--- src/rtl/alu_seq_pkg.sv ---
// Shared definitions for the sequential ALU with multiplexed hex display:
// opcodes, controller states and the seven-segment glyph table.
package alu_seq_pkg;

  localparam logic [1:0] OP_ADD  = 2'b00;
  localparam logic [1:0] OP_SUB  = 2'b01;
  localparam logic [1:0] OP_MUL  = 2'b10;
  localparam logic [1:0] OP_PASS = 2'b11;

  typedef enum logic [1:0] {
    IDLE = 2'd0,
    CALC = 2'd1,
    MUL  = 2'd2,
    DONE = 2'd3
  } state_t;

  // Segment order is {g,f,e,d,c,b,a}; entry 0 sits in the rightmost slot.
  localparam logic [15:0][6:0] SEG_TABLE = {
    7'b1110001,  // F
    7'b1111001,  // E
    7'b1011110,  // d
    7'b0111001,  // C
    7'b1111100,  // b
    7'b1110111,  // A
    7'b1101111,  // 9
    7'b1111111,  // 8
    7'b0000111,  // 7
    7'b1111101,  // 6
    7'b1101101,  // 5
    7'b1100110,  // 4
    7'b1001111,  // 3
    7'b1011011,  // 2
    7'b0000110,  // 1
    7'b0111111   // 0
  };

endpackage

--- src/rtl/hex7seg_dec.sv ---
// Combinational hex digit to seven-segment decoder (active-high segments).
module hex7seg_dec
  import alu_seq_pkg::*;
(
  input  logic [3:0] i_nibble,
  output logic [6:0] o_seg
);

  assign o_seg = SEG_TABLE[i_nibble];

endmodule

--- src/rtl/alu_seq_7seg.sv ---
// Start/busy/done ALU with shift-add multiplier; the 2W-bit result is shown
// on a time-multiplexed hex display that scans independently of the ALU.
module alu_seq_7seg
  import alu_seq_pkg::*;
#(
  parameter  int W        = 4,
  parameter  int SCAN_DIV = 50000,
  localparam int NDIG     = (2 * W + 3) / 4
) (
  input  logic              clk,
  input  logic              rst_n,
  input  logic [W-1:0]      a,
  input  logic [W-1:0]      b,
  input  logic [1:0]        op,
  input  logic              start,
  output logic              busy,
  output logic              done,
  output logic [2*W-1:0]    result,
  output logic [6:0]        seg,
  output logic [NDIG-1:0]   an
);

  localparam int RW   = 2 * W;
  localparam int PADW = 4 * NDIG;
  localparam int CW   = $clog2(W + 1);
  localparam int SCW  = (SCAN_DIV > 1) ? $clog2(SCAN_DIV) : 1;
  localparam int IDXW = (NDIG > 1) ? $clog2(NDIG) : 1;

  state_t          r_state;
  state_t          w_stateNext;
  logic [W-1:0]    r_a;
  logic [W-1:0]    r_b;
  logic [1:0]      r_op;
  logic [RW-1:0]   r_result;
  logic [RW-1:0]   r_acc;
  logic [RW-1:0]   r_mcand;
  logic [W-1:0]    r_mplier;
  logic [CW-1:0]   r_cnt;
  logic [RW-1:0]   w_aluRes;
  logic [RW-1:0]   w_accNext;
  logic [SCW-1:0]  r_scanCnt;
  logic [IDXW-1:0] r_digIdx;
  logic [PADW-1:0] w_padded;
  logic [3:0]      w_nibble;

  always_ff @(posedge clk) begin
    if (!rst_n) r_state <= IDLE;
    else        r_state <= w_stateNext;
  end

  always_comb begin
    w_stateNext = r_state;
    case (r_state)
      IDLE: if (start) w_stateNext = CALC;
      CALC: w_stateNext = (r_op == OP_MUL) ? MUL : DONE;
      MUL:  if (r_cnt == CW'(1)) w_stateNext = DONE;
      DONE: w_stateNext = IDLE;
      default: w_stateNext = IDLE;
    endcase
  end

  always_comb begin
    w_aluRes = RW'(r_a);
    case (r_op)
      OP_ADD:  w_aluRes = RW'(r_a) + RW'(r_b);
      OP_SUB:  w_aluRes = RW'(r_a) - RW'(r_b);
      default: w_aluRes = RW'(r_a);
    endcase
  end

  assign w_accNext = r_mplier[0] ? (r_acc + r_mcand) : r_acc;

  // The final MUL step commits the accumulator including that step's addend.
  always_ff @(posedge clk) begin
    if (!rst_n) begin
      r_a      <= '0;
      r_b      <= '0;
      r_op     <= OP_ADD;
      r_result <= '0;
      r_acc    <= '0;
      r_mcand  <= '0;
      r_mplier <= '0;
      r_cnt    <= '0;
    end else begin
      case (r_state)
        IDLE: begin
          if (start) begin
            r_a  <= a;
            r_b  <= b;
            r_op <= op;
          end
        end
        CALC: begin
          if (r_op == OP_MUL) begin
            r_acc    <= '0;
            r_mcand  <= RW'(r_a);
            r_mplier <= r_b;
            r_cnt    <= CW'(W);
          end else begin
            r_result <= w_aluRes;
          end
        end
        MUL: begin
          r_acc    <= w_accNext;
          r_mcand  <= r_mcand << 1;
          r_mplier <= r_mplier >> 1;
          r_cnt    <= r_cnt - CW'(1);
          if (r_cnt == CW'(1)) r_result <= w_accNext;
        end
        default: ;
      endcase
    end
  end

  assign busy   = (r_state != IDLE);
  assign done   = (r_state == DONE);
  assign result = r_result;

  always_ff @(posedge clk) begin
    if (!rst_n) begin
      r_scanCnt <= '0;
      r_digIdx  <= '0;
    end else if (r_scanCnt == SCW'(SCAN_DIV - 1)) begin
      r_scanCnt <= '0;
      r_digIdx  <= (r_digIdx == IDXW'(NDIG - 1)) ? '0 : r_digIdx + IDXW'(1);
    end else begin
      r_scanCnt <= r_scanCnt + SCW'(1);
    end
  end

  // Upper nibble reads as zero when 2W is not a multiple of four.
  assign w_padded = PADW'(r_result);
  assign w_nibble = w_padded[{r_digIdx, 2'b00} +: 4];
  assign an       = NDIG'(1) << r_digIdx;

  hex7seg_dec u_dec (
    .i_nibble(w_nibble),
    .o_seg   (seg)
  );

endmodule

--- config.mk ---
export PLATFORM = sky130hd
export DESIGN_NAME = alu_seq_7seg
export DESIGN_NICKNAME = d
export VERILOG_FILES = /design/src/rtl/alu_seq_pkg.sv /design/src/rtl/hex7seg_dec.sv /design/src/rtl/alu_seq_7seg.sv
export SDC_FILE = /design/constraint.sdc
export NUM_CORES = 1
export LEC_CHECK = 0
export ABC_AREA = 0
export ABC_CLOCK_PERIOD_IN_PS = 1800
export BUFFER_PORTS_ARGS = -buffer_cell sky130_fd_sc_hd__buf_2
export CAP_MARGIN = 20
export CORE_UTILIZATION = 50
export DETAILED_ROUTE_END_ITERATION = 7
export HOLD_SLACK_MARGIN = 0.06
export PLACE_DENSITY = 0.71
export SETUP_SLACK_MARGIN = 0.2
export SYNTH_ARGS = -nofsm -noshare
export SYNTH_HDL_FRONTEND = slang
export SYNTH_HIERARCHICAL = 1
export SYNTH_SLANG_ARGS = --single-unit
export TNS_END_PERCENT = 1
--- constraint.sdc ---
create_clock -name clk -period 1.8 [get_ports clk]
set_clock_uncertainty 0.05 [all_clocks]
set_input_delay 0 -clock clk [delete_from_list [all_inputs] [get_ports clk]]
set_output_delay 0 -clock clk [all_outputs]
set_load 0.01 [all_outputs]
After elaboration in Yosys (flattened, before gate mapping)
Memory sizes are Yosys's and may differ from the RTL's. Index checks and enable logic that the tools add are counted. Widths: inputs -> output; s select.

Mux-type cells: 19. Reductions and logical operators: 9. $add $sub $neg: 6. Equality and inequality tests: 11. $lt $le $gt $ge: 1. Bitwise operators: 1. Shift-type cells: 2.

Operator list (number): $pmux 8 s2 (4); $mux 8 (5); $add 16x1->16 const B (1); $eq 16x16->1 const B (1); $add 8x8->8 (1); $ne 2x2->1 const B (4); $pmux 2 s4 (1); $pmux 4 s2 (1); $shiftx 8x4->4 (1); $mux 7 (1); $eq 2x2->1 const B (3); $pmux 3 s2 (1); $reduce_and 2->1 (3); $add 4x4->5 (1); $lt 4x5->1 const B (1); $sub 4x4->5 (1); $eq 2x1->1 const B (2); $logic_not 2->1 (2); $mux 2 (2); $mux 4 (1); $reduce_bool 2->1 (2); $eq 3x1->1 const B (1); $mux 3 (1); $reduce_and 3->1 (1); other kinds (6) (7).

Bits in read-only memories: 112. Word-level logic and storage cells: 61. Flip-flop bits (word level): 60. Memories kept: 1. Input bits: 13.

Memories: (no name shown) (words 16, bits a word 7, read ports 1, clocked after Yosys merged registers in 0, write ports 0, line hex7seg_dec.sv:9) `assign o_seg = SEG_TABLE[i_nibble];`.

Longest topological paths before layout
Depth in word-level cells: 4. Depth in mapped cells: 9.

Modules after synthesis
The synthesis kept the hierarchy.

Modules (own cells, without submodules): alu_seq_7seg (cells each 387, area each 3408.3 µm², times used 1, sequential area each 1201.2 µm²); hex7seg_dec (cells each 33, area each 290.3 µm², times used 1, sequential area each 0.0 µm²).

Worst setup path after synthesis
Ideal clock, no wire load.

Path type: flip-flop to output port. From: register r_digIdx. To: output port seg[3]. Data arrival time: 1.836 ns. Cell stages (with the launch flop): 7. Buffers on the path: 1. Path slack: -0.086 ns. Data required time: 1.750 ns. Path through: dfxtp_1 clkbuf_1 mux2_2 inv_1 ha_1 inv_1 mux4_1.

Cells in the longest elaborated chain, start to end: 3.

RTL lines: from (decl) (line alu_seq_7seg.sv:42) `logic [IDXW-1:0] r_digIdx;`; from (signal assigned) (line alu_seq_7seg.sv:125) `r_digIdx <= (r_digIdx == IDXW'(NDIG - 1)) ? '0 : r_digIdx + IDXW'(1);`; $shiftx 8x4->4 (line alu_seq_7seg.sv:133) `assign w_nibble = w_padded[{r_digIdx, 2'b00} +: 4];`; named net w_nibble[1] (line alu_seq_7seg.sv:44) `logic [3:0] w_nibble;`; $mem_v2 16x7; $mux 7 (not written as such) (line hex7seg_dec.sv:9); to (decl) (line alu_seq_7seg.sv:19) `output logic [6:0] seg,`.

The timed path passes the listed nets, and every way through them passes these cells. The select of a mux whose other input is x is not followed.

Worst setup path after layout
Ends and elaborated chain as after synthesis.

==> results.md <==
* Skew-Pair Late Insertion Delay at 0.34 ns
* I/O pins at 32
* Final setup violation count at 7
* Worst R2R Start: r_acc[0]
* RSZ-0062 raised after global routing: true
* Die Wd at 88.0 um
* Synth top cells by count: dfxtp_1 (60), nand2_1 (50), ha_1 (30)
* CTS tree: built
* H-Tree Depth at 3
* Vias in the first global route at 3,000
* Hold WS at 0.367 ns
* Final net count at 530
* Num CTS Buffers at 9
* Leakage at 1.90 nW
* Max-cap violations at 0
* DP Cell Count at 554
* Fin crit share at 111%
* Final HPWL DP at 5950 um
* Number of synthesized flops with an enable pin at 0
* WP data arrival at 1.95 ns
* Fill cells at 561
* Non-Filler Instances at 585
* CTS root buf: clkbuf_8
* Deepest clock path buffer count at 2
* Asr flop ratio synth at 0%
* Synth top area share at 32.5%
* Setup crit end: seg[3]
* Row cnt at 30
* Final ANT Viol Nets at 0
* Worst Hold Launch: r_scanCnt[0]
* Crit. End Element: output pin
* Worst-case register-to-register setup slack at 0 ns
* Die area at 0.00774 mm2
* CP startpoint kind: flip-flop
* Starting Density at 53.0%
* Syn nets at 466
* Port Buffers at 31
* Least-Margin Pin Slew at 0.458 ns
* CP top delay family: multiplexers
* Yosys warning count at 6
* Vias at 3,206
* Place WS at -0.0455 ns
* Synthesized area at 0.00370 mm2
* Final Hold Vio Count at 0
* Sequential cell area at 0.00123 mm2
* Via density per instance at 5.48
* Placer Congestion at 0.857
* Crit path launch: r_digIdx
* Crit path kind: reg -> out
* DRC viols at 0
* Slew Viols, Final at 0
* GRT Total Usage at 23.8%
* P&R area growth vs syn at 29.2%
* FF-to-FF End: result[6]
* Critical Path RT at 1.75 ns
* Ranking of synthesized cells by area: dfxtp_1 (32%), ha_1 (10%), nand2_1 (5.1%)
* Post-route setup slack at -0.201 ns
* Sequential fraction of the synthesis area at 32.5%
* Gate Count Post-Synth at 420
* Most used DFF post-synth: dfxtp_1
* Failing checks: setup timing
* First-pass GRT wire length at 14,200 um
* CTS Sinks at 60
* Outcome: finished with violations
* Ant. Diodes at 0
* DRT Pass-1 Iters at 4
* Synth area leader: dfxtp_1
* Initial DRC Count at 166
* Unique cell type count in the Yosys netlist at 60
* Mean Syn Cell Area at 8.81 um2
* Die Y at 88.0 um
* Largest incremental delay on the critical path at 0.47 ns
* CP bufs+invs at 2
* Min cycle time layout at 2.00 ns
* Worst-path cell chain: mux2_4, inv_6, ha_4, mux4_2, buf_6
* Largest net degree at the start of global routing at 25
* Drt total wl at 8630 um
* Crit path depth at 5
* Hold Crit Class: reg -> reg
* Core Area at 0.00698 mm2
* Worst slew margin at 69.2%
* Post-synthesis register bit count at 60
* CP Max Fanout at 4
* PD cells at 1360 mW/mm2
* GRT overflow at 0
* Wire length per cell at 14.7 um
* Max frequency at 0.500 GHz
* Layout cells sized above 1 at 34.4%
* R2R depth at 7
* Initial antenna violation count at 0
* Multi-input gate area at 0.00258 mm2
* Maximum VDD drop at 0.882 mV
* Most frequent cell after synthesis: dfxtp_1
* Slowest CP cell: mux4_2
* CTS clk-pin slew, worst paths at 0.07 ns
==> placed cells by master, fill, tap and decap left out, types with 5 or more instances in the layout <==
cell type and count:
nand2_1 48, dfxtp_1 43, buf_2 29, buf_4 24
nor2_1 22, ha_1 16, xnor2_1 13, nor2b_1 13
dfxtp_2 13, inv_1 12, a21oi_1 12, dlygate4sd3_1 12
o21ai_0 11, ha_4 11, a21boi_0 10, nand3_1 9
clkbuf_8 9, mux2i_1 8, xor2_1 8, buf_6 8
o211ai_1 7, o211a_1 7, and2_1 7, a21oi_2 7
a31oi_1 7, inv_2 6, o21ai_1 6, nor3_1 6
nand4_1 6, mux2_4 5
==> per-layer routing <==
layer	up-vias	track usage, %	part of all wire, %
met2	65	40.5	50
met4	0	7.45	1.3
met3	15	5.94	3.7
li1	1599	-	-
met5	-	0	0
met1	1527	29.6	45
==> cell type report <==
type | instances | share of cell area, %
Timing Repair Buffer | 74 | 11.6
Clock buffer | 9 | 2.59
Sequential cell | 60 | 25.8
Inverter | 23 | 2.17
Tap cell | 96 | 2.51
Multi-Input combinational cell | 316 | 53.9
Clock inverter | 7 | 1.41
==> stage by stage <==
step / utilization [%] / area (um2) / total power (W) / TNS (ns)
2_1_floorplan: - / 3730 / 0.00383 / 0
3_3_place_gp: 58.5 / 4090 / 0.00459 / 0
3_5_place_dp: 58.5 / 4090 / 0.00467 / -0.0881
4_1_cts: 66.7 / 4660 / 0.00633 / -0.759
5_1_grt: 68.5 / 4780 / 0.00692 / -1.51
6_report: 68.5 / 4780 / 0.00648 / -0.794
==> logic make-up (layout without fill, tap and decap cells) <==
family          after synthesis  after routing  share of synthesized area [%]
flops                        60             60                           32.5
compound gates               99             99                           19.4
fa+ha+maj                    33             33                           11.8
simple gates                145            145                           19.6
mux                          18             18                           5.72
xor+xnor                     21             21                           4.97
buf+inv                      44            113                           6.12
==> where the power goes <==
| group | internal (W) | switching [W] |
|---|---|---|
| combinational | 0.00165 | 0.00179 |
| clock | 0.000631 | 0.000553 |
| sequential | 0.00160 | 0.000265 |
==> how the worst min path moves through the flow <==
| stage | to | cells past startpoint |
|---|---|---|
| floorplan | r_a[0] | 2 |
| global placement | r_b[2] | 3 |
| detailed placement | r_b[2] | 3 |
| CTS | r_a[1] | 4 |
| global route | r_scanCnt[0] | 1 |
| finish | r_scanCnt[0] | 1 |
==> worst register-to-register path, stage by stage (launching register included) <==
cell	delay (ns)
dfxtp_2	0.34
ha_4	0.17
fa_2	0.35
a21o_1	0.21
a311o_1	0.28
nand4_1	0.12
o211ai_1	0.10
a21oi_1	0.13
==> registers in the layout, summed over array words and instances, names as in the netlist <==
register / count
r_mcand: 8
r_a: 4
r_digIdx: 1
r_b: 4
r_scanCnt: 16
r_cnt: 3
r_mplier: 4
r_state: 2
r_acc: 8
r_op: 2
result: 8
==> repair_timing <==
action | CTS | global route
setup endpoints to repair | 53 | 52
setup buffers | 3 | 0
pin swaps | 18 | 20
hold buffers | 12 | 0
resized for setup | 53 | 41
endpoints found under the hold margin | 12 | 0
Power figures use the tool's default switching activity.
